File: config.mk
export PLATFORM = sky130hd
export DESIGN_NAME = motor_sequencer
export DESIGN_NICKNAME = d
export VERILOG_FILES = /design/src/rtl/motor_pkg.sv /design/src/rtl/pwm_generator.sv /design/src/rtl/motor_sequencer.sv
export SDC_FILE = /design/constraint.sdc
export NUM_CORES = 1
export LEC_CHECK = 0
export CORE_UTILIZATION = 40
export CTS_BUF_LIST = sky130_fd_sc_hd__clkbuf_8
export DETAILED_ROUTE_END_ITERATION = 10
export GPL_ROUTABILITY_DRIVEN = 0
export SETUP_SLACK_MARGIN = 0.1
export SYNTH_ARGS = -nofsm -noshare
export SYNTH_HDL_FRONTEND = slang
export SYNTH_SLANG_ARGS = --single-unit
File: constraint.sdc
create_clock -name clk -period 6.05 [get_ports clk]
set_clock_uncertainty 0.15 [all_clocks]
set_input_delay 1.815 -clock clk [delete_from_list [all_inputs] [get_ports clk]]
set_output_delay 1.815 -clock clk [all_outputs]
set_load 0.02 [all_outputs]
File: src/rtl/motor_pkg.sv
// Shared types and combinational helpers for the motor sequencer: direction codes,
// sequencer states, per-wheel targets, the target decode and the duty ramp step.
package motor_pkg;

    localparam int DUTY_W = 16;

    typedef logic [DUTY_W-1:0] duty_t;

    typedef enum logic [3:0] {
        DIR_IDLE        = 4'd0,
        DIR_FORWARDS    = 4'd1,
        DIR_TURN        = 4'd2,
        DIR_TO_TABLE    = 4'd3,
        DIR_PAUSE       = 4'd4,
        DIR_BACKWARDS   = 4'd5,
        DIR_TURN_BACK   = 4'd6,
        DIR_RETURN_HOME = 4'd7,
        DIR_TO_FACE     = 4'd8,
        DIR_DONE        = 4'd9
    } dir_code_t;

    typedef enum logic [1:0] {
        SEQ_RUN   = 2'd0,
        SEQ_BRAKE = 2'd1,
        SEQ_DEAD  = 2'd2,
        SEQ_HALT  = 2'd3
    } seq_state_t;

    typedef struct packed {
        logic  dir;
        duty_t duty;
    } wheel_target_t;

    typedef struct packed {
        wheel_target_t left;
        wheel_target_t right;
    } target_pair_t;

    // Codes without a motion target keep the wheel's present direction at zero duty.
    function automatic target_pair_t decode_target(input logic [3:0] code,
                                                   input logic       cur_l,
                                                   input logic       cur_r,
                                                   input duty_t      duty_max,
                                                   input duty_t      duty_turn);
        target_pair_t t;
        t.left  = '{dir: cur_l, duty: '0};
        t.right = '{dir: cur_r, duty: '0};
        case (code)
            DIR_FORWARDS, DIR_TO_TABLE: begin
                t.left  = '{dir: 1'b1, duty: duty_max};
                t.right = '{dir: 1'b1, duty: duty_max};
            end
            DIR_TURN: begin
                t.left  = '{dir: 1'b1, duty: duty_turn};
                t.right = '{dir: 1'b1, duty: duty_max};
            end
            DIR_BACKWARDS, DIR_RETURN_HOME: begin
                t.left  = '{dir: 1'b0, duty: duty_max};
                t.right = '{dir: 1'b0, duty: duty_max};
            end
            DIR_TURN_BACK: begin
                t.left  = '{dir: 1'b0, duty: duty_turn};
                t.right = '{dir: 1'b0, duty: duty_max};
            end
            DIR_TO_FACE: begin
                t.left  = '{dir: 1'b0, duty: duty_turn};
                t.right = '{dir: 1'b1, duty: duty_turn};
            end
            default: ;
        endcase
        return t;
    endfunction

    // Differences are compared before stepping so the sum/difference never wraps.
    function automatic duty_t ramp_step(input duty_t cur, input duty_t tgt, input duty_t step);
        duty_t res;
        res = cur;
        if (cur < tgt) begin
            res = ((tgt - cur) > step) ? cur + step : tgt;
        end else if (cur > tgt) begin
            res = ((cur - tgt) > step) ? cur - step : tgt;
        end
        return res;
    endfunction

endpackage

File: src/rtl/pwm_generator.sv
// Single-wheel PWM: free-running period counter compared against the duty register.
module pwm_generator
    import motor_pkg::*;
#(
    parameter int PWM_PERIOD = 1000
) (
    input  logic  clk,
    input  logic  reset,
    input  duty_t duty,
    output logic  pwm
);

    localparam int CNT_W = (PWM_PERIOD > 1) ? $clog2(PWM_PERIOD) : 1;

    logic [CNT_W-1:0] cnt_q;
    logic [CNT_W-1:0] cnt_d;

    always_comb begin
        cnt_d = (cnt_q == CNT_W'(PWM_PERIOD - 1)) ? '0 : cnt_q + 1'b1;
    end

    always_ff @(posedge clk) begin
        if (reset) begin
            cnt_q <= '0;
        end else begin
            cnt_q <= cnt_d;
        end
    end

    assign pwm = (duty_t'(cnt_q) < duty);

endmodule

File: src/rtl/motor_sequencer.sv
// Maps navigation direction codes onto ramped left/right PWM duties and H-bridge
// direction pins, inserting brake and dead-time before any wheel reversal.
module motor_sequencer
    import motor_pkg::*;
#(
    parameter int PWM_PERIOD = 1000,
    parameter int DUTY_MAX   = 800,
    parameter int DUTY_TURN  = 400,
    parameter int RAMP_STEP  = 8,
    parameter int RAMP_TICK  = 50000,
    parameter int DEADTIME   = 2500000
) (
    input  logic       clk,
    input  logic       reset,
    input  logic [3:0] direction,
    input  logic       estop,
    output logic       pwm_left,
    output logic       pwm_right,
    output logic       dir_left,
    output logic       dir_right,
    output logic [1:0] seq_state,
    output logic       settled
);

    localparam int TICK_W = (RAMP_TICK > 1) ? $clog2(RAMP_TICK) : 1;
    localparam int DEAD_W = $clog2(DEADTIME + 1);
    localparam duty_t DUTY_MAX_V  = duty_t'(DUTY_MAX);
    localparam duty_t DUTY_TURN_V = duty_t'(DUTY_TURN);
    localparam duty_t STEP_V      = duty_t'(RAMP_STEP);

    // Index 0 is the left wheel, index 1 the right wheel.
    seq_state_t        state_q, state_d;
    duty_t [1:0]       duty_q, duty_d;
    logic  [1:0]       dir_q, dir_d;
    logic [TICK_W-1:0] tick_cnt_q, tick_cnt_d;
    logic [DEAD_W-1:0] dead_cnt_q, dead_cnt_d;
    logic              settled_q, settled_d;

    target_pair_t tgt;
    duty_t [1:0]  tgt_duty;
    logic  [1:0]  tgt_dir;
    logic         reversal;
    logic         tick;
    logic  [1:0]  pwm_w;

    always_comb begin
        tgt      = decode_target(direction, dir_q[0], dir_q[1], DUTY_MAX_V, DUTY_TURN_V);
        tgt_duty = {tgt.right.duty, tgt.left.duty};
        tgt_dir  = {tgt.right.dir, tgt.left.dir};
        reversal = 1'b0;
        for (int w = 0; w < 2; w++) begin
            if ((tgt_duty[w] != '0) && (tgt_dir[w] != dir_q[w])) begin
                reversal = 1'b1;
            end
        end
    end

    assign tick = (tick_cnt_q == TICK_W'(RAMP_TICK - 1));

    always_comb begin
        tick_cnt_d = tick ? '0 : tick_cnt_q + 1'b1;
        state_d    = state_q;
        duty_d     = duty_q;
        dir_d      = dir_q;
        dead_cnt_d = dead_cnt_q;
        if (estop) begin
            state_d = SEQ_HALT;
            duty_d  = '0;
        end else begin
            case (state_q)
                SEQ_RUN: begin
                    // The cycle that detects a reversal only changes state; ramping resumes in BRAKE.
                    if (reversal) begin
                        state_d    = (duty_q == '0) ? SEQ_DEAD : SEQ_BRAKE;
                        dead_cnt_d = DEAD_W'(1);
                    end else if (tick) begin
                        for (int w = 0; w < 2; w++) begin
                            duty_d[w] = ramp_step(duty_q[w], tgt_duty[w], STEP_V);
                        end
                    end
                end
                SEQ_BRAKE: begin
                    if (duty_q == '0) begin
                        state_d    = SEQ_DEAD;
                        dead_cnt_d = DEAD_W'(1);
                    end else if (tick) begin
                        for (int w = 0; w < 2; w++) begin
                            duty_d[w] = ramp_step(duty_q[w], '0, STEP_V);
                        end
                    end
                end
                SEQ_DEAD: begin
                    if (dead_cnt_q == DEAD_W'(DEADTIME)) begin
                        state_d = SEQ_RUN;
                        for (int w = 0; w < 2; w++) begin
                            if (tgt_duty[w] != '0) begin
                                dir_d[w] = tgt_dir[w];
                            end
                        end
                    end else begin
                        dead_cnt_d = dead_cnt_q + 1'b1;
                    end
                end
                SEQ_HALT: begin
                    state_d    = SEQ_DEAD;
                    dead_cnt_d = DEAD_W'(1);
                end
                default: state_d = SEQ_RUN;
            endcase
        end
        settled_d = (state_d == SEQ_RUN) && (duty_d == tgt_duty);
    end

    always_ff @(posedge clk) begin
        if (reset) begin
            state_q    <= SEQ_RUN;
            duty_q     <= '0;
            dir_q      <= 2'b11;
            tick_cnt_q <= '0;
            dead_cnt_q <= '0;
            settled_q  <= 1'b0;
        end else begin
            state_q    <= state_d;
            duty_q     <= duty_d;
            dir_q      <= dir_d;
            tick_cnt_q <= tick_cnt_d;
            dead_cnt_q <= dead_cnt_d;
            settled_q  <= settled_d;
        end
    end

    for (genvar gi = 0; gi < 2; gi++) begin : g_wheel
        pwm_generator #(
            .PWM_PERIOD (PWM_PERIOD)
        ) u_pwm (
            .clk   (clk),
            .reset (reset),
            .duty  (duty_q[gi]),
            .pwm   (pwm_w[gi])
        );
    end

    assign pwm_left  = pwm_w[0];
    assign pwm_right = pwm_w[1];
    assign dir_left  = dir_q[0];
    assign dir_right = dir_q[1];
    assign seq_state = state_q;
    assign settled   = settled_q;

endmodule

==> results.md <==
- Status: complete, no violations
- Synth-to-Final Area Change: 15.7%
- Bufs on Longest Clock Path: 2
- Reg2reg setup slack: around 1300 ps
- Crit path max fanout: 11
- Register area share after synthesis: 0.225
- CTS root buf: clkbuf_8
- Setup violators final: 0
- Iter 0 DRT Violations: roughly 800
- Syn nets: roughly 1200
- Pwr Density: roughly 190 nW/µm²
- Initial antenna violation count: 0
- Met2 Resource Use GR: 0.384
- Max stage delay on crit path: approximately 420 ps
- Critical R2R Capture: settled
- IO Count: 14
- Post-DP HPWL: between 20000 and 25000 µm
- Met1 GRT Util: 0.361
- Critical-path top delay cell: fa_1
- Fraction of layout instances using a drive strength above 1: 0.144
- Gr usage total: 0.258
- Busiest grt layer: met2
- #FFs+latches synth: 95
- Unrepaired setup endpoints after global routing: no
- Vias per cell: ~6
- Rows: 52
- Worst EP arrival: ~5800 ps
- Vias in the first global route: approximately 8400
- Clock power share: 0.227
- Async S/R FF share, synth: 0
- Cells on Worst Hold Path: 1
- Maximum vdd drop: between 0.0001 and 0.00015 V
- CP Launch Type: primary input
- Number of flops mapped to enable cells by yosys: 0
- Most area-hungry cell type in the Yosys netlist: dfxtp_1
- Reg power frac: 0.360
- Worst R2R Path Depth: 14
- Mapped Avg Cell Area: 7.47 µm²
- DRC viols: 0
- Hold_sp: tick_cnt_q[0]
- Setup CP Type: primary input to flop
- Die X-Extent: roughly 150 µm
- Drt pass-1 iters: 7
- Global Route met3 Usage: 0.0571
- Reg clk slew, reported paths: 100 ps
- Clock Latency Late Sink: ~400 ps
- Combinational Power Share: 0.413
- Synth top area cells: dfxtp_1, ha_1, nor2_1
- WP data required: between 6000 and 7000 ps
- LEAKAGE: between 3 and 4 nW
- Worst Hold Class: flop to flop
- Starting Density: 0.413
- Netlist cell types: 94
- Max_cap viols: 0
- Final Cycle Share: 0.926
- CP Capture Type: flop
- Num CTS Buffers: 9
- Slew HR: 0.238
- Sink Count: between 90 and 100
- CTS tree: done
- Largest net degree at the start of global routing: between 40 and 50
- Worst Tran Pin Value: approximately 1100 ps
- Via count: 8921
- YS warnings: 0
- First-pass GRT wire length: approximately 45000 µm
- PortBufs: 13
- Diodes inserted: 0
- Layout Nets: 1262
- Reg2Reg Launch Point: duty_q[9]
- Die Ht: 147 µm
- WHS Endpoint: tick_cnt_q[0]
- Die ar.: 21800 µm²
- DR WL/cell: 18.5 µm
- Slew Viols, Final: 0
- Ys flop type: dfxtp_1
- Tmin final: approximately 5600 ps
- H-tree Lvls: 3
- Syn Std Cell Area: between 8000 and 9000 µm²
- Fmax: 0.178 GHz
- Routed Antenna Nets: 0
- Congestion Overflow GR: 0
- Final hold slack: roughly 300 ps
- P_int: 1.13 mW
- Final hold vios: 0
- Final wirelength: 27400 µm
- Cell count after synthesis: between 1000 and 1500
- Psw: between 700 and 800 µW
- Core footprint: 20500 µm²
- Switching share of power: 0.401
- Critical path cell sequence: dlymetal6s2s_1, buf_4, mux2i_1, nor2_1, ha_1, fa_1, nor3b_1, o31ai_1, buf_4, or3_1, nand4_1, nor4_4, buf_6, o22ai_1, o31ai_2, nand4_1, nor4_4, nand3_1, nor4_2
- Top-area cell type share of the netlist area: 0.225
- Total chip power: 1.89 mW
==> placed cells by master, fill, tap and decap left out, types with 6 or more instances in the layout <==
cell             instances
a211oi_1                15
a21o_1                  25
a21oi_1                 68
a31oi_1                 15
and2_1                   7
and3_1                  17
and4_1                   6
buf_4                  117
clkbuf_8                10
clkdlybuf4s50_1          8
dfxtp_1                 95
ha_1                    46
inv_1                   40
mux2i_1                 10
nand2_1                 68
nand2b_1                18
nand3_1                 53
nand3b_1                 9
nand4_1                 27
nor2_1                 139
nor2b_1                 16
nor3_1                  35
nor3b_1                  8
nor4_1                  14
o211ai_1                13
o21a_1                   7
o21ai_0                 49
o221ai_1                 8
o31ai_1                 14
or3_1                   30
or4_1                    9
xnor2_1                 42
xor2_1                  28
==> worst max-delay path by stage <==
stage / start / to
5_1_grt: direction[1] / settled
3_3_place_gp: direction[1] / settled
2_1_floorplan: direction[3] / settled
4_1_cts: direction[3] / settled
3_5_place_dp: direction[3] / settled
6_report: direction[1] / settled
==> metrics by stage <==
stage | util | instance area [µm²] | std cells | TNS (ps) | setup slack [ps]
after floorplan | - | 8470 | 1134 | 0 | 126
after global placement | 0.465 | 9540 | 1464 | -411 | -276
after detailed placement | 0.465 | 9540 | 1464 | -465 | -346
after CTS | 0.475 | 9730 | 1480 | 0 | 132
after global routing | 0.478 | 9790 | 1482 | 0 | 190
final | 0.478 | 9790 | 1482 | 0 | 446
==> layout make-up <==
cell class	instances	area, µm²
inverters	44	168
clock inverters	6	48.8
clock buffers	10	138
repair buffers	131	1020
multi-input cells	926	6170
fillers	2093	10700
well taps	270	338
flip-flops and latches	95	1900
==> power by group through the flow <==
stage	clock network, mW	logic, mW	registers [mW]
2_1_floorplan	0	0.504	0.668
5_1_grt	0.465	0.847	0.685
4_1_cts	0.440	0.754	0.680
3_5_place_dp	0	0.747	0.694
6_report	0.430	0.782	0.682
3_3_place_gp	0	0.750	0.694
==> registers in the layout, summed over array words and instances, names as in the netlist <==
name	flops
duty_q	32
dead_cnt_q	22
settled	1
seq_state	2
dir_q	2
g_wheel.u_pwm.cnt_q	20
tick_cnt_q	16
==> cells by family after synthesis <==
family | share of synthesized area
compound gates | 0.245
xor+xnor | 0.0724
fa+ha+maj | 0.0740
buf+inv | 0.0525
flops | 0.225
mux | 0.0145
simple gates | 0.317
==> worst max-delay path, delay by kind of cell <==
kind            cells  cell delay [ps]
fa+ha+maj           2              640
buf+inv             4              740
mux                 1              120
compound gates      3              720
simple gates        9             1710
==> timing repair <==
action,CTS,global route
cloned,0,0
resized for setup,1,12
endpoints found under the setup margin,1,3
pin swaps,0,5
buffers inserted,0,2
hold buffers,0,0
==> layer usage <==
layer  vias to the layer above  part of all wire
met5                         -                 0
met4                         0             0.029
met3                        80             0.094
met2                       454              0.42
met1                      4047              0.45
li1                       4340                 -
==> synthesized netlist by cell type (all sizes together) (21+ instances only) <==
library cell,instances
dfxtp,95
nor2,140
nand4,27
nor4,21
ha,46
clkbuf,59
nand2,69
xnor2,42
nor3,39
a21oi,69
o21ai,55
or3,31
xor2,28
a21o,25
nand3,53
inv,41
No activity file was read; power rests on OpenSTA's default activity.
